===== src/rtl/alu_pkg.sv =====
// Shared ALU definitions: opcode encodings, flag bundle and opcode legality helper.
package alu_pkg;

  localparam logic [4:0] OP_ADD  = 5'b00000;
  localparam logic [4:0] OP_ADDU = 5'b00001;
  localparam logic [4:0] OP_SUB  = 5'b00010;
  localparam logic [4:0] OP_SUBU = 5'b00011;
  localparam logic [4:0] OP_INC  = 5'b00100;
  localparam logic [4:0] OP_DEC  = 5'b00101;
  localparam logic [4:0] OP_AND  = 5'b01000;
  localparam logic [4:0] OP_OR   = 5'b01001;
  localparam logic [4:0] OP_XOR  = 5'b01010;
  localparam logic [4:0] OP_NOT  = 5'b01100;
  localparam logic [4:0] OP_SLL  = 5'b10000;
  localparam logic [4:0] OP_SRL  = 5'b10001;
  localparam logic [4:0] OP_SLA  = 5'b10010;
  localparam logic [4:0] OP_SRA  = 5'b10011;
  localparam logic [4:0] OP_SLE  = 5'b11000;
  localparam logic [4:0] OP_SLT  = 5'b11001;
  localparam logic [4:0] OP_SGE  = 5'b11010;
  localparam logic [4:0] OP_SGT  = 5'b11011;
  localparam logic [4:0] OP_SEQ  = 5'b11100;
  localparam logic [4:0] OP_SNE  = 5'b11101;

  typedef struct packed {
    logic vout;
    logic cout;
    logic err;
  } alu_flags_t;

  function automatic logic is_legal_op(input logic [4:0] op);
    case (op)
      OP_ADD, OP_ADDU, OP_SUB, OP_SUBU, OP_INC, OP_DEC,
      OP_AND, OP_OR, OP_XOR, OP_NOT,
      OP_SLL, OP_SRL, OP_SLA, OP_SRA,
      OP_SLE, OP_SLT, OP_SGE, OP_SGT, OP_SEQ, OP_SNE: is_legal_op = 1'b1;
      default:                                        is_legal_op = 1'b0;
    endcase
  endfunction

endpackage


===== src/rtl/alu_core.sv =====
// Purely combinational ALU datapath; sits between the operand stage and the result stage.
module alu_core import alu_pkg::*; #(
  parameter int WIDTH = 16,
  parameter int SHW   = $clog2(WIDTH)
) (
  input  logic [WIDTH-1:0] a_i,
  input  logic [WIDTH-1:0] b_i,
  input  logic [4:0]       code_i,
  input  logic             coe_i,
  output logic [WIDTH-1:0] c_o,
  output logic             vout_o,
  output logic             cout_o,
  output logic             err_o
);

  localparam int MSB = WIDTH - 1;

  logic [WIDTH-1:0] opb_w;
  logic [WIDTH-1:0] sll_w;
  logic [WIDTH-1:0] srl_w;
  logic [WIDTH-1:0] sra_w;
  logic [WIDTH:0]   sum_w;
  logic [WIDTH:0]   diff_w;
  logic [SHW-1:0]   shamt_w;
  logic             incdec_w;
  logic             add_ovf_w;
  logic             sub_ovf_w;
  logic             lt_w;
  logic             eq_w;
  logic             cout_raw;

  // inc/dec reuse the add/sub paths with a constant one as second operand
  assign incdec_w = (code_i == OP_INC) || (code_i == OP_DEC);
  assign opb_w    = incdec_w ? {{(WIDTH-1){1'b0}}, 1'b1} : b_i;

  assign sum_w     = {1'b0, a_i} + {1'b0, opb_w};
  assign diff_w    = {1'b0, a_i} - {1'b0, opb_w};
  assign add_ovf_w = (a_i[MSB] == opb_w[MSB]) && (sum_w[MSB] != a_i[MSB]);
  assign sub_ovf_w = (a_i[MSB] != opb_w[MSB]) && (diff_w[MSB] != a_i[MSB]);

  assign shamt_w = b_i[SHW-1:0];
  assign sll_w   = a_i << shamt_w;
  assign srl_w   = a_i >> shamt_w;
  assign sra_w   = $signed(a_i) >>> shamt_w;

  assign lt_w = $signed(a_i) < $signed(b_i);
  assign eq_w = (a_i == b_i);

  always_comb begin
    c_o      = '0;
    vout_o   = 1'b0;
    cout_raw = 1'b0;
    case (code_i)
      OP_ADD, OP_INC: begin
        c_o      = sum_w[MSB:0];
        vout_o   = add_ovf_w;
        cout_raw = sum_w[WIDTH];
      end
      OP_ADDU: begin
        c_o      = sum_w[MSB:0];
        cout_raw = sum_w[WIDTH];
      end
      OP_SUB, OP_DEC: begin
        c_o      = diff_w[MSB:0];
        vout_o   = sub_ovf_w;
        cout_raw = diff_w[WIDTH];
      end
      OP_SUBU: begin
        c_o      = diff_w[MSB:0];
        cout_raw = diff_w[WIDTH];
      end
      OP_AND: c_o = a_i & b_i;
      OP_OR:  c_o = a_i | b_i;
      OP_XOR: c_o = a_i ^ b_i;
      OP_NOT: c_o = ~a_i;
      OP_SLL: c_o = sll_w;
      OP_SRL: c_o = srl_w;
      OP_SLA: c_o = {a_i[MSB], sll_w[MSB-1:0]};
      OP_SRA: c_o = sra_w;
      OP_SLE: c_o = {{(WIDTH-1){1'b0}}, lt_w | eq_w};
      OP_SLT: c_o = {{(WIDTH-1){1'b0}}, lt_w};
      OP_SGE: c_o = {{(WIDTH-1){1'b0}}, ~lt_w};
      OP_SGT: c_o = {{(WIDTH-1){1'b0}}, ~lt_w & ~eq_w};
      OP_SEQ: c_o = {{(WIDTH-1){1'b0}}, eq_w};
      OP_SNE: c_o = {{(WIDTH-1){1'b0}}, ~eq_w};
      default: ;
    endcase
  end

  // coe is an active-low enable for the carry/borrow flag only
  assign cout_o = cout_raw & ~coe_i;
  assign err_o  = ~is_legal_op(code_i);

endmodule


===== src/rtl/alu_pipe.sv =====
// Two-stage valid/ready ALU pipeline: S1 registers operands, S2 registers the result and flags.
module alu_pipe import alu_pkg::*; #(
  parameter int WIDTH = 16,
  parameter int SHW   = $clog2(WIDTH)
) (
  input  logic             clk,
  input  logic             rst_n,
  input  logic             in_valid,
  output logic             in_ready,
  input  logic [WIDTH-1:0] A,
  input  logic [WIDTH-1:0] B,
  input  logic [4:0]       alu_code,
  input  logic             coe,
  output logic             out_valid,
  input  logic             out_ready,
  output logic [WIDTH-1:0] C,
  output logic             vout,
  output logic             cout,
  output logic             err,
  output logic             ovf_sticky,
  input  logic             sticky_clr
);

  logic             s1_valid_q, s1_valid_d;
  logic [WIDTH-1:0] a_q, b_q;
  logic [4:0]       code_q;
  logic             coe_q;

  logic             out_valid_q, out_valid_d;
  logic [WIDTH-1:0] c_q;
  alu_flags_t       flags_q;
  logic             ovf_sticky_q, ovf_sticky_d;

  logic             s2_ready_w;
  logic [WIDTH-1:0] core_c;
  logic             core_vout, core_cout, core_err;

  alu_core #(
    .WIDTH (WIDTH),
    .SHW   (SHW)
  ) u_core (
    .a_i    (a_q),
    .b_i    (b_q),
    .code_i (code_q),
    .coe_i  (coe_q),
    .c_o    (core_c),
    .vout_o (core_vout),
    .cout_o (core_cout),
    .err_o  (core_err)
  );

  // Ready propagates backwards combinationally so a full pipe streams without bubbles
  assign s2_ready_w = ~out_valid_q | out_ready;
  assign in_ready   = ~s1_valid_q | s2_ready_w;

  always_comb begin
    s1_valid_d   = in_ready   ? in_valid   : s1_valid_q;
    out_valid_d  = s2_ready_w ? s1_valid_q : out_valid_q;
    ovf_sticky_d = sticky_clr ? 1'b0
                 : (ovf_sticky_q | (out_valid_q & out_ready & flags_q.vout));
  end

  always_ff @(posedge clk or negedge rst_n) begin
    if (!rst_n) begin
      s1_valid_q   <= 1'b0;
      a_q          <= '0;
      b_q          <= '0;
      code_q       <= '0;
      coe_q        <= 1'b0;
      out_valid_q  <= 1'b0;
      c_q          <= '0;
      flags_q      <= '0;
      ovf_sticky_q <= 1'b0;
    end else begin
      s1_valid_q   <= s1_valid_d;
      out_valid_q  <= out_valid_d;
      ovf_sticky_q <= ovf_sticky_d;
      if (in_ready && in_valid) begin
        a_q    <= A;
        b_q    <= B;
        code_q <= alu_code;
        coe_q  <= coe;
      end
      if (s2_ready_w && s1_valid_q) begin
        c_q     <= core_c;
        flags_q <= '{vout: core_vout, cout: core_cout, err: core_err};
      end
    end
  end

  assign out_valid  = out_valid_q;
  assign C          = c_q;
  assign vout       = flags_q.vout;
  assign cout       = flags_q.cout;
  assign err        = flags_q.err;
  assign ovf_sticky = ovf_sticky_q;

endmodule


===== config.mk =====
export PLATFORM = sky130hd
export DESIGN_NAME = alu_pipe
export DESIGN_NICKNAME = d
export VERILOG_FILES = /design/src/rtl/alu_pkg.sv /design/src/rtl/alu_core.sv /design/src/rtl/alu_pipe.sv
export SDC_FILE = /design/constraint.sdc
export NUM_CORES = 1
export LEC_CHECK = 0
export CORE_ASPECT_RATIO = 1.2
export CORE_MARGIN = 1.5
export CORE_UTILIZATION = 55
export DETAILED_ROUTE_END_ITERATION = 10
export MAX_ROUTING_LAYER = met4
export PLACE_DENSITY_LB_ADDON = 0.12
export REMOVE_ABC_BUFFERS = 1
export SLEW_MARGIN = 20
export SYNTH_ARGS = -nofsm -noshare
export SYNTH_HDL_FRONTEND = slang
export SYNTH_HIERARCHICAL = 1
export SYNTH_SLANG_ARGS = --single-unit

===== constraint.sdc =====
create_clock -name clk -period 4.82 [get_ports clk]
set_input_delay 0.723 -clock clk [delete_from_list [all_inputs] [get_ports clk]]
set_output_delay 0.723 -clock clk [all_outputs]
set_load 0.05 [all_outputs]

---- Yosys cells after proc, flatten, opt, wreduce, memory -nomap -nowiden ----
Memories as Yosys holds them, arrays and structs flattened.
Index checks and enable logic that the tools add are counted.
storage, ports and cells
  logic and storage cells ................. 75
  bits in read-only memories .............. 32
  flip-flop bits (word level) ............. 60
  output and inout bits ................... 22
  input bits .............................. 43
  memories kept ........................... 1
operators by class
  add/subtract/negate cells ............... 2
  shift operators ......................... 3
  eq/ne operators ......................... 24
  mux-type cells .......................... 5
  $lt $le $gt $ge ......................... 1
  bitwise gates (word level) .............. 18
  reductions and logical operators ........ 10
memory list
  name             depth  bits a word  read ports  clocked after Yosys merged registers in  wr ports  line           RTL
  (no name shown)  32     1            1           0                                        0         alu_pkg.sv:32  case (op)
operators by type and width
  operator              number
  $pmux W16 S16         1
  $eq A5 B5 Y1 const B  10
  $eq A5 B4 Y1 const B  4
  $add A16 B16 Y17      1
  $sub A16 B16 Y17      1
  $and A16 B16 Y16      1
  $eq A16 B16 Y1        1
  $lt A16 B16 Y1        1
  $mux W16              1
  $not A16 Y16          1
  $or A16 B16 Y16       1
  $shl A16 B4 Y16       1
  $shr A16 B4 Y16       1
  $sshr A16 B4 Y16      1
  $xor A16 B16 Y16      1
  $eq A5 B2 Y1 const B  2
  $eq A5 B3 Y1 const B  2
  $not A1 Y1            6
  $reduce_or A3 Y1      2
  $eq A5 B1 Y1 const B  1
  $logic_not A5 Y1      1
  $and A1 B1 Y1         4
  $logic_and A1 B1 Y1   4
  $or A1 B1 Y1          4
  other kinds (6)       10

---- Depth between registers and ports, before layout ----
  word-level depth ........................ 7
  depth in mapped cells ................... 17
  gate-level depth less buffers ........... 16

---- Hierarchy ----
The synthesis kept the hierarchy.
by module, submodules not included
  module    cells an instance  seq. area each (µm²)  area an instance (µm²)  times used
  alu_core  701                0.0                   4768.3                  1
  alu_pipe  130                1501.4                2341.0                  1

---- Worst setup path before layout ----
OpenSTA, ideal clock, no wires.
  path type ............................... reg-to-reg
  start point ............................. reg code_q[1]
  end point ............................... reg flags_q, in the netlist cout
  buffers on the path ..................... 2
  path slack .............................. 1322 ps
  data arrival time ....................... 3373 ps
  required time ........................... 4695 ps
  library setup time ...................... 125 ps
  stages on the path, launching flop included .. 18
  period minus slack after synthesis ...... 3498 ps
  cell sequence ........................... dfrtp_1 buf_2 nor2_1 nand2_1 clkbuf_1 nand2_1 ha_1 inv_1 fa_1 nor2_1 o311a_1 o41ai_2 a21oi_2 a221oi_4 o2111ai_1 o2111ai_1 o41ai_2 mux2_2
on the way
  cells in the longest elaborated chain, start to end .. 6
  elaborated cells on any way between the ends .. 14
  classes of those cells .................. add/sub: 2; eq/ne: 5; mux: 2; bitwise: 1; reduce/logical: 4
RTL lines
  what                                                         line                            RTL
  start: declaration                                           alu_pipe.sv:26                  logic [4:0] code_q;
  start signal: assignment                                     alu_pipe.sv:81                  code_q <= alu_code;
  $eq A5 B3 Y1                                                 alu_core.sv:33, alu_core.sv:53
  $logic_or A1 B1 Y1                                           alu_core.sv:33                  assign incdec_w = (code_i == OP_INC) || (code_i == OP_DEC);
  $mux W16                                                     alu_core.sv:34                  assign opb_w = incdec_w ? {{(WIDTH-1){1'b0}}, 1'b1} : b_i;
  $sub A16 B16 Y17 / $add A16 B16 Y17 (equally long branches)  alu_core.sv:37, alu_core.sv:36
  $pmux W1 S2 *                                                alu_core.sv:53                  case (code_i)
  $and A1 B1 Y1 *                                              alu_core.sv:91                  assign cout_o = cout_raw & ~coe_i;
  named net core_cout                                          alu_pipe.sv:36                  logic core_vout, core_cout, core_err;
  end signal: assignment                                       alu_pipe.sv:86                  flags_q <= '{vout: core_vout, cout: core_cout, err: core_err};
  end: declaration                                             alu_pipe.sv:31                  alu_flags_t flags_q;
Mark *: on every way through the listed nets, which the timed path passes. The rest lies on a longest branch.
A chain may end at the register's enable or synchronous reset.

---- Final worst setup path ----
  start point ............................. reg code_q[4]
  end point ............................... reg c_q[14] (netlist: C[14])
on the way
  cells in the longest elaborated chain, start to end .. 5
  elaborated cells on any way between the ends .. 27
  classes of those cells .................. add/sub: 2; eq/ne: 19; mux: 2; reduce/logical: 4
RTL lines
  what                                                         line                            RTL
  $eq A5 B3 Y1                                                 alu_core.sv:33, alu_core.sv:53
  $logic_or A1 B1 Y1                                           alu_core.sv:33
  $mux W16                                                     alu_core.sv:34
  $sub A16 B16 Y17 / $add A16 B16 Y17 (equally long branches)  alu_core.sv:37, alu_core.sv:36
  $pmux W16 S16 *                                              alu_core.sv:53
  named net core_c[14]                                         alu_pipe.sv:35                  logic [WIDTH-1:0] core_c;
  end signal: assignment                                       alu_pipe.sv:85                  c_q <= core_c;
  end: declaration                                             alu_pipe.sv:30                  logic [WIDTH-1:0] c_q;
Marks and branches as above.

==> impl_metrics.py <==
metrics = {
    "clock_tree": {
        "clock-sinks": 60,
        "cts_hold_buf": 0,
        "clock_latency_ns": 0.35,
        "cts_made_buffers": 9,
        "htreeDepth": 3,
        "cts_resized": 0,
        "post_cts_buffers": 0,
        "cts.clk_slew.worst_paths_ns": 0.06,
        "cts_tree": "yes",
        "root_buffer": "clkbuf_16",
        "ctsLongestPathBuffers": 2,
    },
    "global_routing": {
        "grt-ovfl-total": 0,
        "grt_antenna_before_repair": 0,
        "grtUsageTotal_pct": 38.0,
        "grt_pass1_wl_um": 38100,
        "grt_max_degree": 61,
        "first_global_vias": 6856,
    },
    "timing": {
        "rsz0062_at_grt": "false",
        "hold_viol": 0,
        "slew_violations": 0,
        "fin_setup_tns_ns": 0,
        "tightest_slew_ns": 1.14,
        "max-slew-margin-rel_pct": 23.3,
        "fin_crit_sh_pct": 88.2,
        "finalSetupViolations": 0,
        "hold_ws_ns": 0.499,
        "max_freq_ghz": 0.235,
        "min_period_ns": 4.25,
        "fin_skew_ns": 0.00590,
    },
    "finish": {
        "final_cells": 1042,
        "antenna_cells": 0,
        "drive_gt1_share_pct": 11.6,
        "syn_to_final_growth_pct": 13.9,
        "nFillCells": 1077,
        "nets": 1005,
    },
    "setup_path": {
        "endpoint_kind": "flip-flop",
        "rr_worst_depth": 14,
        "r2r-start": "code_q[4]$_DFFE_PN0P_",
        "cp_max_fo": 16,
        "start_kind": "flip-flop",
        "cp.required_ns": 5.05,
        "cp.arrival_ns": 4.48,
        "crit_type": "reg -> reg",
        "r2r_end": "C[14]$_DFFE_PN0P_",
        "reg2reg_slack_ns": 0.57,
    },
    "floorplan": {
        "rows": 45,
        "core_mm2": 0.0126,
        "ios": 65,
        "die-area_mm2": 0.0136,
        "fp.dieH_um": 128,
        "chipWidth_um": 107,
        "start_util_pct": 56.4,
    },
    "yosys": {
        "syn_area_mm2": 0.00711,
        "synth_ff_type": "dfrtp_1",
        "yosysUniqueCellTypes": 85,
        "ys_top_cells_by_count": "ha_1 (87), nand2_1 (80), nor2_1 (64)",
        "synth-seq-cells": 60,
        "synth.avg_cell_area_um2": 8.56,
        "ys_seq_area_share_pct": 21.1,
        "netlist_instances": 831,
        "synth_top_area_cell": "dfrtp_1",
        "synth_most_common_cell": "ha_1",
        "synth_top_cell_area_share_pct": 21.1,
        "synthArstFlopShare_pct": 100,
        "yosys_warnings": 6,
        "ys_top_cells_by_area": "dfrtp_1 (21%), ha_1 (15%), mux2_1 (4.6%)",
        "synth_edf_count": 0,
    },
    "min_path": {
        "hold_path.class": "reg -> reg",
        "whs_path_depth": 1,
        "hp-start": "C[10]$_DFFE_PN0P_",
        "min_to": "C[10]$_DFFE_PN0P_",
    },
    "pwr": {
        "vdd_ir_drop_max_mv": 0.275,
        "leakage_nw": 3.69,
        "power_w": 0.00349,
        "power.density_mw_per_mm2": 431,
    },
    "drt": {
        "drc": 0,
        "num_vias": 6977,
        "first_pass_iters": 6,
        "viasPerCell": 6.70,
        "routed_wirelength_um": 24700,
        "ant_nets": 0,
        "post_drt_wl_per_cell_um": 23.7,
        "drtIter0Drc": 871,
    },
    "place": {
        "port_buffers": 64,
        "dpl.hpwl_um": 17700,
        "dp_cells": 1026,
        "gp_congestion": 1.02,
    },
    "job": {
        "drv_cap": 0,
    },
    "status": {
        "status": "finished, final reports clean",
    },
}
## worst max path at each step
| stage | slack [ns] | cells after the start | startpoint | endpoint |
|---|---|---|---|---|
| 2_1_floorplan | 1.07 | 11 | b_q[1]$_DFFE_PN0P_ | C[15]$_DFFE_PN0P_ |
| 3_3_place_gp | 0.91 | 14 | code_q[4]$_DFFE_PN0P_ | C[14]$_DFFE_PN0P_ |
| 3_5_place_dp | 0.73 | 14 | code_q[4]$_DFFE_PN0P_ | C[14]$_DFFE_PN0P_ |
| 4_1_cts | 0.68 | 14 | code_q[4]$_DFFE_PN0P_ | C[14]$_DFFE_PN0P_ |
| 5_1_grt | 0.37 | 14 | code_q[4]$_DFFE_PN0P_ | C[14]$_DFFE_PN0P_ |
| 6_report | 0.57 | 14 | code_q[4]$_DFFE_PN0P_ | C[14]$_DFFE_PN0P_ |
## cell families after synthesis
kind of cell	after synthesis	synth area share, %
compound gates	248	24.6
xor+xnor	6	0.739
fa+ha+maj	89	15.9
buf+inv	113	7.30
flops	60	21.1
mux	86	15.2
simple gates	229	15.2
## through the flow
step,worst slack [ns],util [%],area [µm²]
after floorplan,1.07,-,6840
after global placement,0.906,61.7,7790
after detailed placement,0.726,61.7,7790
after CTS,0.682,64.1,8090
after global routing,0.367,64.2,8090
final,0.568,64.2,8090
## layout make-up
cell class	count	area (µm²)	area share (%)
well taps	164	205	2.54
repair buffers	77	733	9.06
flip-flops and latches	60	1500	18.6
clock buffers	10	239	2.95
clock inverters	6	63.8	0.788
inverters	67	251	3.11
multi-input cells	658	5100	63.0
## worst max-delay path, stage by stage (launching register included)
cell,delay (ns)
dfrtp_1,0.44
or2_2,0.34
nor2_1,0.18
nand2_1,0.45
nand2_1,0.33
inv_1,0.11
fa_1,0.45
o21ai_1,0.34
a211oi_2,0.17
a31oi_1,0.31
a41o_1,0.29
o221ai_1,0.15
nor3_1,0.20
a21oi_1,0.07
mux2_1,0.29
## cell usage in the layout (no fill, tap or decap), types with 5 or more instances in the layout
master and count:
a22o_1 5, buf_4 13, nand2_1 80, mux2_2 12, a21oi_1 58, nand3_1 11, a211oi_1 8, mux4_2 5
a211o_1 6, dfrtp_1 59, clkdlybuf4s50_1 63, inv_1 60, clkbuf_16 9, a31oi_1 6, o21bai_1 8, a221oi_1 5
o21ai_1 23, mux2_1 29, o221ai_1 7, nor2b_1 12, nand2b_1 13, o211ai_1 15, o2111ai_1 10, a221o_1 5
inv_2 6, o21ai_0 32, nor2_1 64, o22ai_1 14, mux2_4 21, mux2i_1 19, nor3_1 15, nor4_1 7
ha_1 87
## report_power, final
part	leakage (nW)	switching (W)	total, W	internal (W)
Combinational	2.83	0.00127	0.00205	0.000776
Sequential	0.718	0.000155	0.000773	0.000618
Clock	0.144	0.000259	0.000672	0.000413
Total	3.69	0.00168	0.00349	0.00181
## per-layer routing
metal	track usage, %	part of all wire (%)
met5	-	0
met4	24.5	7.0
met3	8.21	8.4
met2	58.9	46
met1	44.4	39
## flip-flops by register name (all words and copies together) (netlist names), 5 cells and up
register / count
C: 16
a_q: 16
b_q: 16
code_q: 5
Note: power is estimated with default switching activity, not from simulation.
